## src/rtl/seg_scan_decoder.sv

```systemverilog
// seg_scan_decoder: samples a multiplexed 8-digit 7-segment scan and rebuilds the 32-bit displayed value.
// Optional macro SEG_DEC_DP_EN enables decimal-point capture; otherwise the DP line is ignored.
`default_nettype none

module seg_scan_decoder #(
    parameter int STABLE_CYCLES = 4
) (
    input  logic        clk,
    input  logic        rst,
    input  logic [7:0]  an_i,
    input  logic [7:0]  seg_i,
    input  logic        clr_err_i,
    output logic [31:0] word_o,
    output logic [7:0]  dp_o,
    output logic        frame_valid_o,
    output logic [7:0]  digit_mask_o,
    output logic        err_o
);

    typedef enum logic [0:0] {
        IDLE    = 1'b0,
        COLLECT = 1'b1
    } state_t;

    localparam logic [7:0] CNT_TOP = 8'(STABLE_CYCLES - 1);
    localparam logic [7:0] CNT_PRE = 8'(STABLE_CYCLES - 2);

    state_t      state_q;
    logic [7:0]  s_an_q;
    logic [7:0]  s_seg_q;
    logic [7:0]  p_an_q;
    logic [7:0]  p_seg_q;
    logic [7:0]  cnt_q;
    logic [31:0] stage_q;
    logic [7:0]  sdp_q;
    logic [7:0]  mask_q;
    logic [31:0] word_q;
    logic [7:0]  dp_q;
    logic        fv_q;
    logic        err_q;

    logic [7:0]  seg_in_w;
    logic        dp_bit_w;
    logic        same_w;
    logic        accept_w;
    logic [3:0]  zeros_w;
    logic [2:0]  idx_w;
    logic [3:0]  nib_w;
    logic        seg_ok_w;
    logic        digit_ok_w;
    logic        err_new_w;
    logic [31:0] stage_d;
    logic [7:0]  sdp_d;
    logic [7:0]  mask_d;

`ifdef SEG_DEC_DP_EN
    assign seg_in_w = seg_i;
    assign dp_bit_w = ~s_seg_q[7];
`else
    // DP is stripped before sampling so it can never disturb the stability filter.
    assign seg_in_w = seg_i & 8'h7F;
    assign dp_bit_w = 1'b0;
`endif

    assign same_w   = (s_an_q == p_an_q) && (s_seg_q == p_seg_q);
    assign accept_w = same_w && (cnt_q == CNT_PRE);
    assign zeros_w  = 4'($countones(~s_an_q));

    always_comb begin
        idx_w = 3'd0;
        for (int i = 0; i < 8; i++) begin
            if (!s_an_q[i]) begin
                idx_w = 3'(i);
            end
        end
    end

    always_comb begin
        nib_w    = 4'h0;
        seg_ok_w = 1'b1;
        case (s_seg_q[6:0])
            7'h40:   nib_w = 4'h0;
            7'h79:   nib_w = 4'h1;
            7'h24:   nib_w = 4'h2;
            7'h30:   nib_w = 4'h3;
            7'h19:   nib_w = 4'h4;
            7'h12:   nib_w = 4'h5;
            7'h02:   nib_w = 4'h6;
            7'h78:   nib_w = 4'h7;
            7'h00:   nib_w = 4'h8;
            7'h10:   nib_w = 4'h9;
            7'h08:   nib_w = 4'hA;
            7'h03:   nib_w = 4'hB;
            7'h46:   nib_w = 4'hC;
            7'h21:   nib_w = 4'hD;
            7'h06:   nib_w = 4'hE;
            7'h0E:   nib_w = 4'hF;
            default: seg_ok_w = 1'b0;
        endcase
    end

    assign digit_ok_w = accept_w && (zeros_w == 4'd1);
    assign err_new_w  = accept_w && ((zeros_w > 4'd1) || ((zeros_w == 4'd1) && !seg_ok_w));

    // Staging contents as they would look with the current digit merged in.
    always_comb begin
        stage_d                     = stage_q;
        stage_d[{idx_w, 2'b00} +: 4] = nib_w;
        sdp_d                       = sdp_q;
        sdp_d[idx_w]                = dp_bit_w;
        mask_d                      = mask_q | (8'h01 << idx_w);
    end

    always_ff @(posedge clk) begin
        if (rst) begin
            state_q <= IDLE;
            s_an_q  <= 8'hFF;
            s_seg_q <= 8'h00;
            p_an_q  <= 8'hFF;
            p_seg_q <= 8'h00;
            cnt_q   <= 8'd0;
            stage_q <= 32'h0;
            sdp_q   <= 8'h00;
            mask_q  <= 8'h00;
            word_q  <= 32'h0;
            dp_q    <= 8'h00;
            fv_q    <= 1'b0;
            err_q   <= 1'b0;
        end else begin
            s_an_q  <= an_i;
            s_seg_q <= seg_in_w;
            p_an_q  <= s_an_q;
            p_seg_q <= s_seg_q;
            if (!same_w) begin
                cnt_q <= 8'd0;
            end else if (cnt_q < CNT_TOP) begin
                cnt_q <= cnt_q + 8'd1;
            end
            err_q <= (err_q & ~clr_err_i) | err_new_w;
            fv_q  <= 1'b0;
            if (digit_ok_w) begin
                case (state_q)
                    IDLE: begin
                        if (idx_w == 3'd0) begin
                            stage_q <= stage_d;
                            sdp_q   <= sdp_d;
                            mask_q  <= 8'h01;
                            state_q <= COLLECT;
                        end
                    end
                    COLLECT: begin
                        stage_q <= stage_d;
                        sdp_q   <= sdp_d;
                        if (idx_w == 3'd0) begin
                            mask_q <= 8'h01;
                        end else if (mask_d == 8'hFF) begin
                            word_q <= stage_d;
                            dp_q   <= sdp_d;
                            fv_q   <= 1'b1;
                            mask_q <= 8'h00;
                        end else begin
                            mask_q <= mask_d;
                        end
                    end
                    default: state_q <= IDLE;
                endcase
            end
        end
    end

    assign word_o        = word_q;
    assign dp_o          = dp_q;
    assign frame_valid_o = fv_q;
    assign digit_mask_o  = mask_q;
    assign err_o         = err_q;

endmodule

`default_nettype wire

```

## config.mk

```make
export PLATFORM = sky130hd
export DESIGN_NAME = seg_scan_decoder
export DESIGN_NICKNAME = d
export VERILOG_FILES = /design/src/rtl/seg_scan_decoder.sv
export SDC_FILE = /design/constraint.sdc
export NUM_CORES = 1
export LEC_CHECK = 0
export ABC_AREA = 1
export CORE_ASPECT_RATIO = 0.7
export CORE_MARGIN = 2
export CORE_UTILIZATION = 56
export CTS_BUF_LIST = sky130_fd_sc_hd__clkbuf_8
export DETAILED_ROUTE_END_ITERATION = 16
export PLACE_DENSITY = 0.9
export SLEW_MARGIN = 10
export SYNTH_ARGS = -nofsm -noshare
export SYNTH_HDL_FRONTEND = slang
export SYNTH_SLANG_ARGS = --single-unit
```

## constraint.sdc

```tcl
create_clock -name clk -period 4.25 [get_ports clk]
set_clock_uncertainty 0.15 [all_clocks]
set_input_delay 1.0625 -clock clk [delete_from_list [all_inputs] [get_ports clk]]
set_output_delay 1.0625 -clock clk [all_outputs]
set_load 0.01 [all_outputs]
```

# Word level (Yosys, flattened, before mapping)
# Cells that the tools add are included.
[word_totals] ff_bits=131 inputBits=19 out_inout_bits=50 word_cells=100
[op_classes] addsub=9 magnitude_cmp=4 eq_ne=21 n_shift=3 muxes=23 bitwise=11 n_reduce_logical=15
[op_table] operator="32-bit case mux with 2 select lines" n=1
[op_table] operator="4-bit case mux with 15 select lines" n=1
[op_table] operator="32-bit bitwise mux" n=1
[op_table] operator="32-bit 2-to-1 mux" n=1
[op_table] operator="8-bit 2-to-1 mux" n=4
[op_table] operator="8-bit case mux with 2 select lines" n=2
[op_table] operator="4-bit by 7-bit variable shift with 32-bit output, first input constant" n=1
[op_table] operator="4-bit by 7-bit indexed part select with 32-bit output" n=1
[op_table] operator="7-bit == test, second input constant" n=4
[op_table] operator="7-bit by 5-bit == test with 1-bit output, second input constant" n=3
[op_table] operator="7-bit by 6-bit == test with 1-bit output, second input constant" n=3
[op_table] operator="8-bit == test" n=2
[op_table] operator="8-bit NOT" n=2
[op_table] operator="16-bit OR reduction" n=1
[op_table] operator="3-bit 2-to-1 mux" n=5
[op_table] operator="7-bit by 2-bit == test with 1-bit output, second input constant" n=2
[op_table] operator="7-bit by 4-bit == test with 1-bit output, second input constant" n=2
[op_table] operator="1-bit by 1-bit adder with 2-bit output" n=4
[op_table] operator="8-bit by 1-bit adder with 8-bit output, second input constant" n=1
[op_table] operator="8-bit AND" n=1
[op_table] operator="8-bit by 2-bit == test with 1-bit output, second input constant" n=1
[op_table] operator="8-bit == test, second input constant" n=1
[op_table] operator="8-bit by 2-bit < comparator with 1-bit output, second input constant" n=1
[op_table] operator="8-bit bitwise OR" n=1
[op_table] operator="25 further kinds" n=40

# Logic depth before layout (Yosys ltp)
# Gate-level depths: netlist of run 1.
[depth] ltp_word=15 ltp_mapped=21 depth_no_buf=20

# Worst setup path before layout of run 1
# Ideal clock, no wire load.
[synth_timing] kind="register to register" from="register s_an_q[1]" to="register sdp_q[1]" t_arrival_ns=3.563 required_ns=3.989 path_slack_ns=0.426 path_stages_with_launch=16 synth_period_minus_slack_ns=3.824 cell_sequence="dfxtp_1 inv_2 fa_1 fa_1 fa_1 ha_1 fa_1 inv_1 nand2_1 nor3_1 nand4_1 nor2_2 buf_2 nand2_1 nand3_1 inv_1"
[synth_via] elab_chain_cells=15 elab_cells_between_ends=28 classes_between="add/sub (3); order compare (2); eq/ne (3); mux (11); bitwise (3); reduce/logical (6)"
[synth_lines] element="from (decl)" line_no="29" rtl="logic [7:0] s_an_q;"
[synth_lines] element="from (signal assigned)" line_no="130" rtl="s_an_q <= an_i;"
[synth_lines] element="1-bit 2-to-1 mux" line_no="72" rtl="if (!s_an_q[i]) begin"
[synth_lines] element="2-bit 2-to-1 mux" line_no="72"
[synth_lines] element="3-bit 2-to-1 mux (5 in a row)" line_no="72"
[synth_lines] element="3-bit by 4-bit < comparator with 1-bit output (implied by the code) / 3-bit by 1-bit >= comparator with 1-bit output (equally long branches)" line_no="110" rtl="sdp_d[idx_w] = dp_bit_w;"
[synth_lines] element="1-bit logical AND (implied by the code)" line_no="110"
[synth_lines] element="1-bit 2-to-1 mux (implied by the code)" line_no="110"
[synth_lines] element="1-bit demux with 3-bit select" line_no="110"
[synth_lines] element="8-bit NOT (no source line)"
[synth_lines] element="8-bit AND (no source line)"
[synth_lines] element="8-bit 2-to-1 mux" line_no="144" rtl="if (idx_w == 3'd0) begin"
[synth_lines] element="8-bit case mux with 2 select lines" line_no="142" rtl="case (state_q)"
[synth_lines] element="to (signal assigned)" line_no="146" rtl="sdp_q <= sdp_d;"
[synth_lines] element="to (signal assigned)" line_no="153" rtl="sdp_q <= sdp_d;"
[synth_lines] element="to (decl)" line_no="35" rtl="logic [7:0] sdp_q;"
# Several ways; a longest one is shown, not always the timed one. The select of a mux whose other input is x is not followed.
# A chain may end at the register's enable or synchronous reset.

# Final worst setup path of run 1
[layout_timing] from="register s_an_q[1]" to="register stage_q[0]"
[layout_via] elab_chain_cells=12 elab_cells_between_ends=25 classes_between="add/sub (4); eq/ne (3); shift (2); mux (10); bitwise (1); reduce/logical (5)"
[layout_lines] element="1-bit 2-to-1 mux" line_no="72"
[layout_lines] element="2-bit 2-to-1 mux" line_no="72"
[layout_lines] element="3-bit 2-to-1 mux (5 in a row)" line_no="72"
[layout_lines] element="5-bit negation with 7-bit output" line_no="108" rtl="stage_d[{idx_w, 2'b00} +: 4] = nib_w;"
[layout_lines] element="4-bit by 7-bit indexed part select with 32-bit output / 4-bit by 7-bit variable shift with 32-bit output (equally long branches)" line_no="108"
[layout_lines] element="32-bit bitwise mux" line_no="108"
[layout_lines] element="32-bit 2-to-1 mux" line_no="144"
[layout_lines] element="32-bit case mux with 2 select lines" line_no="142"
[layout_lines] element="to (signal assigned)" line_no="145" rtl="stage_q <= stage_d;"
[layout_lines] element="to (signal assigned)" line_no="152" rtl="stage_q <= stage_d;"
[layout_lines] element="to (decl)" line_no="34" rtl="logic [31:0] stage_q;"
# Several ways; a longest one is shown, not always the timed one. The select of a mux whose other input is x is not followed.

==> results of run 1 <==
[logic make-up (layout without fill, tap and decap cells)]
kind of cell,Yosys count,after routing,share of synthesized area
adders and majority gates,15,15,0.0341
and+or+nand+nor,622,622,0.388
DFF,129,129,0.404
buffers and inverters,194,273,0.121
xor gates and xnor gates,7,7,0.00960
AOI/OAI and AO/OA,51,51,0.0406
muxes,1,1,0.00157
[state kept, by name, summed over array words and instances (netlist names)]
signal,count
p_an_q,8
s_seg_q,7
word_o,32
err_o,1
stage_q,32
dp_o,8
sdp_q,8
cnt_q,8
state_q,1
digit_mask_o,8
p_seg_q,7
s_an_q,8
frame_valid_o,1
[worst max-delay path by stage]
stage                               to                 start  slack (ps)  cells after the start
2_1_floorplan    sdp_q[1]$_SDFFE_PP0P_  s_an_q[1]$_SDFF_PP1_         430                     15
3_3_place_gp     sdp_q[5]$_SDFFE_PP0P_  s_an_q[1]$_SDFF_PP1_         340                     16
3_5_place_dp      dp_o[2]$_SDFFE_PP0P_  s_an_q[1]$_SDFF_PP1_         230                     13
4_1_cts           dp_o[2]$_SDFFE_PP0P_  s_an_q[1]$_SDFF_PP1_         180                     13
5_1_grt         word_o[7]$_SDFFE_PP0P_  s_an_q[1]$_SDFF_PP1_          20                     16
6_report       stage_q[0]$_SDFFE_PP0P_  s_an_q[1]$_SDFF_PP1_         210                     15
[per-stage QoR]
| step | setup slack, ps | util | area [µm²] | power (W) | hold slack [ps] |
|---|---|---|---|---|---|
| detailed placement | 235 | 0.649 | 7170 | 0.00152 | 284 |
| CTS | 179 | 0.682 | 7540 | 0.00248 | 293 |
| global route | 18.3 | 0.686 | 7580 | 0.00257 | 315 |
| finish | 206 | 0.686 | 7580 | 0.00247 | 290 |
| global placement | 343 | 0.649 | 7170 | 0.00151 | 276 |
| floorplan | 426 | - | 6380 | 0.00144 | 265 |
[routing by layer]
metal	global-route usage	routed length [µm]
met5	0	0
met4	0.0924	219
met1	0.309	6530
met2	0.391	6270
met3	0.0542	1070
[layout by cell type, fill, tap and decap left out, types with 3 or more instances in the layout]
master           synthesis  final
nand2_1                350    350
or2_2                    8      8
buf_4                    1      7
dfxtp_1                129    129
nand4_1                 12     12
clkdlybuf4s50_1          0     67
o21ai_0                 38     38
nor2_1                 209    209
clkbuf_8                 0     20
a21oi_1                 11     11
nand3_1                 26     25
nor2_2                   3      3
xnor2_1                  5      5
inv_2                    4      5
fa_1                     4      4
ha_1                    11     11
clkinv_2                 0      5
clkinvlp_4               0      4
inv_1                  159    160
nor3_1                   5      4
nand2_2                  3      3
[tightest hold or removal path, stage by stage (launching register included)]
cell and delay [ps]:
dfxtp_1 300, inv_1 60, nor2_1 40
[repair_timing]
| action | 4_1_cts | 5_1_grt |
|---|---|---|
| resized for setup | 0 | 3 |
| endpoints found under the setup margin | 0 | 11 |
| setup buffers | 0 | 1 |
[power by group]
group	switching [W]	total [W]	internal (W)
Combinational	0.000178	0.000266	0.0000881
Sequential	0.0000151	0.00124	0.00122
Clock	0.000468	0.000966	0.000498
[area by class of cell]
| type | count | area (µm²) |
|---|---|---|
| inverter | 163 | 612 |
| tap | 153 | 191 |
| timing repair buffer | 78 | 791 |
| sequential | 129 | 2580 |
| multi-input combinational | 696 | 3040 |
| fill | 977 | 3470 |
| clock buffer | 20 | 275 |
| clock inverter | 12 | 92.6 |
==> out/qor.txt, run 1 <==
fin cells - 1251
drt first pass iters - 5
grt ovf - 0
leakage - 3.99 nW
1st-iter DRT viols - 498
routed vias/inst - 4.81
Reg-to-Reg Start - s_an_q[1]$_SDFF_PP1_
Max-Cap Viols - 0
Reg2Reg Setup Slack - 210 ps
Mapped Nets - 1053
via count - 6022
CP max stage cell - fa_1
io pins - 69
Hold Buf Count CTS - 0
CTS Buffer Depth - 2
Nets - 1119
Critical Path End Type - register
Starting Density - 0.578
power density cells - 326 mW/mm²
peak supply drop - 0.000191 V
Port Buffers - 67
worst hold start - cnt_q[5]$_SDFFE_PP0N_
WS Path Type - reg -> reg
share of cells above drive strength 1 - 0.0610
most frequent cell after synthesis - nand2_1
first-pass GRT wire length - 23900 µm
most frequent CP cell - fa_1
clock latency on the worst-skew pair - 440 ps
H-tree depth - 4
die height - 93.3 µm
WL/cell - 11.3 µm
part of the cycle the worst path needs - 0.952
pin count of the biggest net entering global routing - 76
final setup violating endpoints - 0
Synth area leaders - dfxtp_1, nand2_1, nor2_1
DRT antenna net count - 0
CTS tree - yes
syn avg cell area - 6.27 µm²
# diodes - 0
GRT Total Usage - 0.238
Peak Freq - 0.247 GHz
crit path max fanout - 37
Core Rows - 32
Post-synth ARST share - 0
Post-Syn Instances - 1019
HP Class - reg -> reg
worst-path cell chain - inv_2, fa_1, fa_1, fa_1, ha_1, fa_1, inv_1, nand2_1, nor3_2, buf_4, nand4_1, buf_4, buf_6, nand2_1, a21oi_1
Setup TNS - 0 ps
Yosys top cell area share - 0.404
Yosys cell types - 29
Reg-to-Reg End - stage_q[0]$_SDFFE_PP0P_
vias in the first global route - 5472
Worst Setup Start Kind - register
Largest stage delay, worst path - 530 ps
Slew HR - 0.675
final worst path period need - 4040 ps
outcome - finished, final reports clean
area grow syn2layout - 18.7%
Post-synth top flop - dfxtp_1
Worst Reg2Reg Path Length in Cells - 15
Syn. warnings - 0
#FFs+latches synth - 129
HPWL Detailed - 9420 µm
Placer Congestion - 0.930
Inst Count DP - 1216
worst-case hold path end point - cnt_q[5]$_SDFFE_PP0N_
DRC viols - 0
Routed WL - 14100 µm
synth cell count leaders - nand2_1, nor2_1, inv_1, dfxtp_1, o21ai_0
CP Data Arrival Time - 4220 ps
Critical Path RT - 4420 ps
RSZ-0062 raised after global routing - no
Slew Limit Fails - 0
CORE AREA - 0.0111 mm²
Worst path top cell family by delay - adder cells
post-synthesis sequential area ratio - 0.404
cts bufs inserted - 17
post-synth top area cell - dfxtp_1
Hold Path Stages - 2
hold violation total from the final report - 0
initial antenna violation count - 0
number of synthesized flops with an enable pin - 0
worst-margin pin slew - 485 ps
Root Driver - clkbuf_8
CP Buf/Inv Count - 5
Clock transition at path regs - 70 ps
mapped cell area - 0.00638 mm²
Die W - 132 µm
die area - 0.0123 mm²
clock sink count - 129
Power figures use the tool's default switching activity.
==> run 2, diff against run 1 <==
Settings changed: CTS_CLUSTER_DIAMETER set to 30.
Clock period 4.25 ns to 4.9 ns, I/O delays scaled along.
==> out/qor.txt, run 2 (same netlist as run 1, synthesis figures left out) <==
WL/cell - 11.3 µm
Largest stage delay, worst path - 550 ps
CTS tree - yes
most frequent CP cell - fa_1
final setup violating endpoints - 0
Worst Setup Start Kind - register
commonest cells after routing, fill and taps aside - nand2_1, nor2_1, inv_1
outcome - finished, final reports clean
met1 usage - 0.308
Inst Count DP - 1212
GRT Total Usage - 0.243
fin cells - 1242
HPWL Detailed - 9630 µm
power density cells - 283 mW/mm²
Post-CTS Repair Setup Buffers - 0
Hold Buf Count CTS - 0
DRC viols - 0
WS Path Type - reg -> reg
Placer Congestion - 0.922
CP Data Arrival Time - 4660 ps
1st-iter DRT viols - 542
first-pass GRT wire length - 24300 µm
Core Rows - 32
Worst path top cell family by delay - adder cells
CTS Buffer Depth - 2
peak supply drop - 0.000182 V
CP max stage cell - fa_1
grt ovf - 0
io pins - 69
Most Crowded Layer GR - met2
CP Buf/Inv Count - 4
Root Driver - clkbuf_8
Port Buffers - 67
Clock transition at path regs - 70 ps
Max-Cap Viols - 0
worst-path cell chain - inv_1, fa_1, fa_1, fa_1, ha_1, fa_1, inv_1, nand2_1, nor3_1, inv_1, nor2_2, nand2_4, buf_12, nand2_1, nand2_1, nor2_1
pin count of the biggest net entering global routing - 76
die area - 0.0123 mm²
WHS - 292 ps
worst-margin pin slew - 859 ps
vias in the first global route - 5551
HP Class - reg -> reg
Starting Density - 0.578
Critical Path RT - 5140 ps
cts bufs inserted - 17
Die W - 132 µm
area grow syn2layout - 17.0%
Slew Limit Fails - 0
clock sink count - 129
via count - 6043
routed vias/inst - 4.87
H-tree depth - 4
met2 usage - 0.408
CTS-repair resized insts - 0
CORE AREA - 0.0111 mm²
part of the cycle the worst path needs - 0.903
Nets - 1112
# diodes - 0
clock latency on the worst-skew pair - 450 ps
die height - 93.3 µm
initial antenna violation count - 0
final worst path period need - 4420 ps
Peak Freq - 0.226 GHz
Routed WL - 14100 µm
leakage - 3.95 nW
Critical Path End Type - register
DRT antenna net count - 0
crit path max fanout - 46
Setup TNS - 0 ps
share of cells above drive strength 1 - 0.0496
RSZ-0062 raised after global routing - no
met3 Use GR - 0.0585
drt first pass iters - 6
hold violation total from the final report - 0
Slew HR - 0.426
commonest non-fill, non-tap cell in the layout - nand2_1
## run 2: worst paths after layout
path | cells past startpoint | endpoint | start | slack [ps]
max | 16 | word_o[6]$_SDFFE_PP0P_ | s_an_q[3]$_SDFF_PP1_ | 480
min reg2reg | 2 | cnt_q[6]$_SDFFE_PP0N_ | cnt_q[6]$_SDFFE_PP0N_ | 290
max reg2reg | 16 | word_o[6]$_SDFFE_PP0P_ | s_an_q[3]$_SDFF_PP1_ | 480
min | 2 | cnt_q[6]$_SDFFE_PP0N_ | cnt_q[6]$_SDFFE_PP0N_ | 290
## run 2: worst reg2reg max path: stages (launching register included)
cell and delay [ps]:
dfxtp_1 390, inv_1 110, fa_1 490, fa_1 550
fa_1 430, ha_1 220, fa_1 470, inv_1 70
nand2_1 50, nor3_1 360, inv_1 90, nor2_2 210
nand2_4 220, buf_12 250, nand2_1 110, nand2_1 70
nor2_1 120
## run 2: layout make-up
class / count / area, µm²
Fill cell: 945 / 3580
Multi-Input combinational cell: 696 / 3030
Sequential cell: 129 / 2580
Timing Repair Buffer: 71 / 713
Inverter: 163 / 612
Clock buffer: 20 / 275
Tap cell: 153 / 191
Clock inverter: 10 / 72.6
## run 2: per-stage QoR
step           area (µm²)  power (W)  utilization  setup WS [ps]
3_3_place_gp         7130    0.00131        0.645            659
2_1_floorplan        6380    0.00125            -           1080
4_1_cts              7470    0.00211        0.676            487
6_report             7470    0.00211        0.676            478
5_1_grt              7470    0.00219        0.676            252
3_5_place_dp         7130    0.00131        0.645            576
## run 2: layer usage
layer	wire length [µm]	up-vias
met1	6400	2653
met2	6320	222
li1	-	3127
met4	276	0
met5	0	-
met3	1060	41
## run 2: power breakdown
part	internal, W	total, W	switching (W)	leakage (nW)
Combinational	0.0000708	0.000223	0.000153	2.71
Clock	0.000424	0.000815	0.000392	0.195
Sequential	0.00106	0.00107	0.0000138	1.05
==> run 3, diff against run 2 <==
Settings changed: CORE_UTILIZATION 56 to 53, CTS_BUF_LIST sky130_fd_sc_hd__clkbuf_8 to sky130_fd_sc_hd__clkbuf_4 sky130_fd_sc_hd__clkbuf_8, SLEW_MARGIN 10 to 20.
Clock period 4.9 ns to 4 ns, I/O delays scaled along.
==> out/qor.txt, run 3 (same netlist as run 1, synthesis figures left out) <==
CTS Buffer Depth - 2
routed vias/inst - 5.19
commonest non-fill, non-tap cell in the layout - nand2_1
HPWL Detailed - 9770 µm
Peak Freq - 0.245 GHz
dpl ws - 57.0 ps
CORE AREA - 0.0117 mm²
# diodes - 0
worst-path cell chain - inv_2, fa_1, fa_1, fa_1, ha_2, fa_1, inv_1, nand2_1, nor3_2, buf_4, nand4_1, buf_6, clkbuf_16, nand2_1, nand2_1, nor2_1
final setup violating endpoints - 21
DRT antenna net count - 0
1st-iter DRT viols - 744
Placer Congestion - 0.945
H-tree depth - 4
WL/cell - 14.3 µm
Routed WL - 18200 µm
first-pass GRT wire length - 24400 µm
initial antenna violation count - 0
Worst Setup Start Kind - register
power density cells - 334 mW/mm²
Nets - 1139
vias in the first global route - 5601
area grow syn2layout - 29.3%
Critical Path End Type - register
Hold Buf Count CTS - 0
CTS tree - yes
cts bufs inserted - 17
fin cells - 1275
DRC viols - 0
share of cells above drive strength 1 - 0.145
io pins - 69
die height - 95.8 µm
Max-Cap Viols - 0
Slew HR - 0.511
drt first pass iters - 6
Port Buffers - 67
Slew Limit Fails - 0
most frequent CP cell - fa_1
failing checks - negative setup slack
GRT Total Usage - 0.237
CP max stage cell - fa_1
RSZ-0062 raised after global routing - yes
Core Rows - 33
final worst path period need - 4090 ps
CP Data Arrival Time - 4320 ps
clock latency on the worst-skew pair - 460 ps
crit path max fanout - 10
die area - 0.0130 mm²
clock sink count - 129
Root Driver - clkbuf_8
via count - 6616
outcome - finished with violations
part of the cycle the worst path needs - 1.02
Clock transition at path regs - 80 ps
Largest stage delay, worst path - 540 ps
setup ws final - -88.3 ps
commonest cells after routing, fill and taps aside - nand2_1, nor2_1, inv_1
hold violation total from the final report - 0
peak supply drop - 0.000209 V
WS Path Type - reg -> reg
pin count of the biggest net entering global routing - 52
worst-margin pin slew - 726 ps
leakage - 4.19 nW
Die W - 135 µm
Starting Density - 0.544
Inst Count DP - 1226
Critical Path RT - 4230 ps
grt ovf - 0
HP Class - reg -> reg
==> run 3: cell count changes in the layout (fill, tap and decap cells not counted), sizes merged <==
cell	delta
buf	+19
bufinv	+1
clkbuf	+7
clkinv	+1
clkinvlp	+5
inv	-4
==> run 3: power by group <==
part	switching (W)	internal [W]	total [W]
combinational	0.000213	0.000105	0.000318
sequential	0.0000166	0.00130	0.00131
clock	0.000542	0.000583	0.00112
==> run 3: layout make-up <==
type	count	area, µm²
Multi-Input combinational cell	696	3300
Inverter	163	612
Tap cell	157	196
Clock inverter	13	138
Timing Repair Buffer	98	1160
Fill cell	848	3470
Sequential cell	129	2580
Clock buffer	19	262
==> run 3: what timing repair did <==
action	CTS	global route
gates cloned	1	12
pin swaps	0	31
buffers inserted	1	3
resized for setup	2	102
hold endpoints to repair	0	0
setup endpoints to repair	3	90
==> run 3: worst paths after layout <==
path                              start  slack (ps)                 endpoint  depth (start not counted)
setup reg to reg   s_an_q[0]$_SDFF_PP1_         -90  stage_q[2]$_SDFFE_PP0P_                         16
setup / recovery   s_an_q[0]$_SDFF_PP1_         -90  stage_q[2]$_SDFFE_PP0P_                         16
hold / removal    cnt_q[5]$_SDFFE_PP0N_         290    cnt_q[5]$_SDFFE_PP0N_                          2
hold reg to reg   cnt_q[5]$_SDFFE_PP0N_         290    cnt_q[5]$_SDFFE_PP0N_                          2
==> run 3: critical path, delay by kind of cell, from the launching register on <==
family	cells	cell delay, ps
fa+ha+maj	5	2190
buf+inv	5	680
simple gates	6	640
flops	1	360
==> run 3: per-stage QoR <==
stage           util  setup TNS, ps  hold slack [ps]  area, µm²  power (W)
2_1_floorplan      -              0              265       6380    0.00153
3_3_place_gp   0.618              0              275       7240    0.00161
3_5_place_dp   0.618              0              283       7240    0.00162
4_1_cts        0.655              0              294       7680    0.00272
5_1_grt        0.704         -11520              311       8260    0.00284
6_report       0.704           -599              291       8260    0.00276
==> run 3: metal layers <==
layer  up-vias  global-route usage  routed length [µm]
met3        91              0.0600                2000
met4         0               0.104                 755
met2       401               0.389                8100
li1       3191                   -                   -
met5         -                   0                   0
met1      2933               0.299                7360
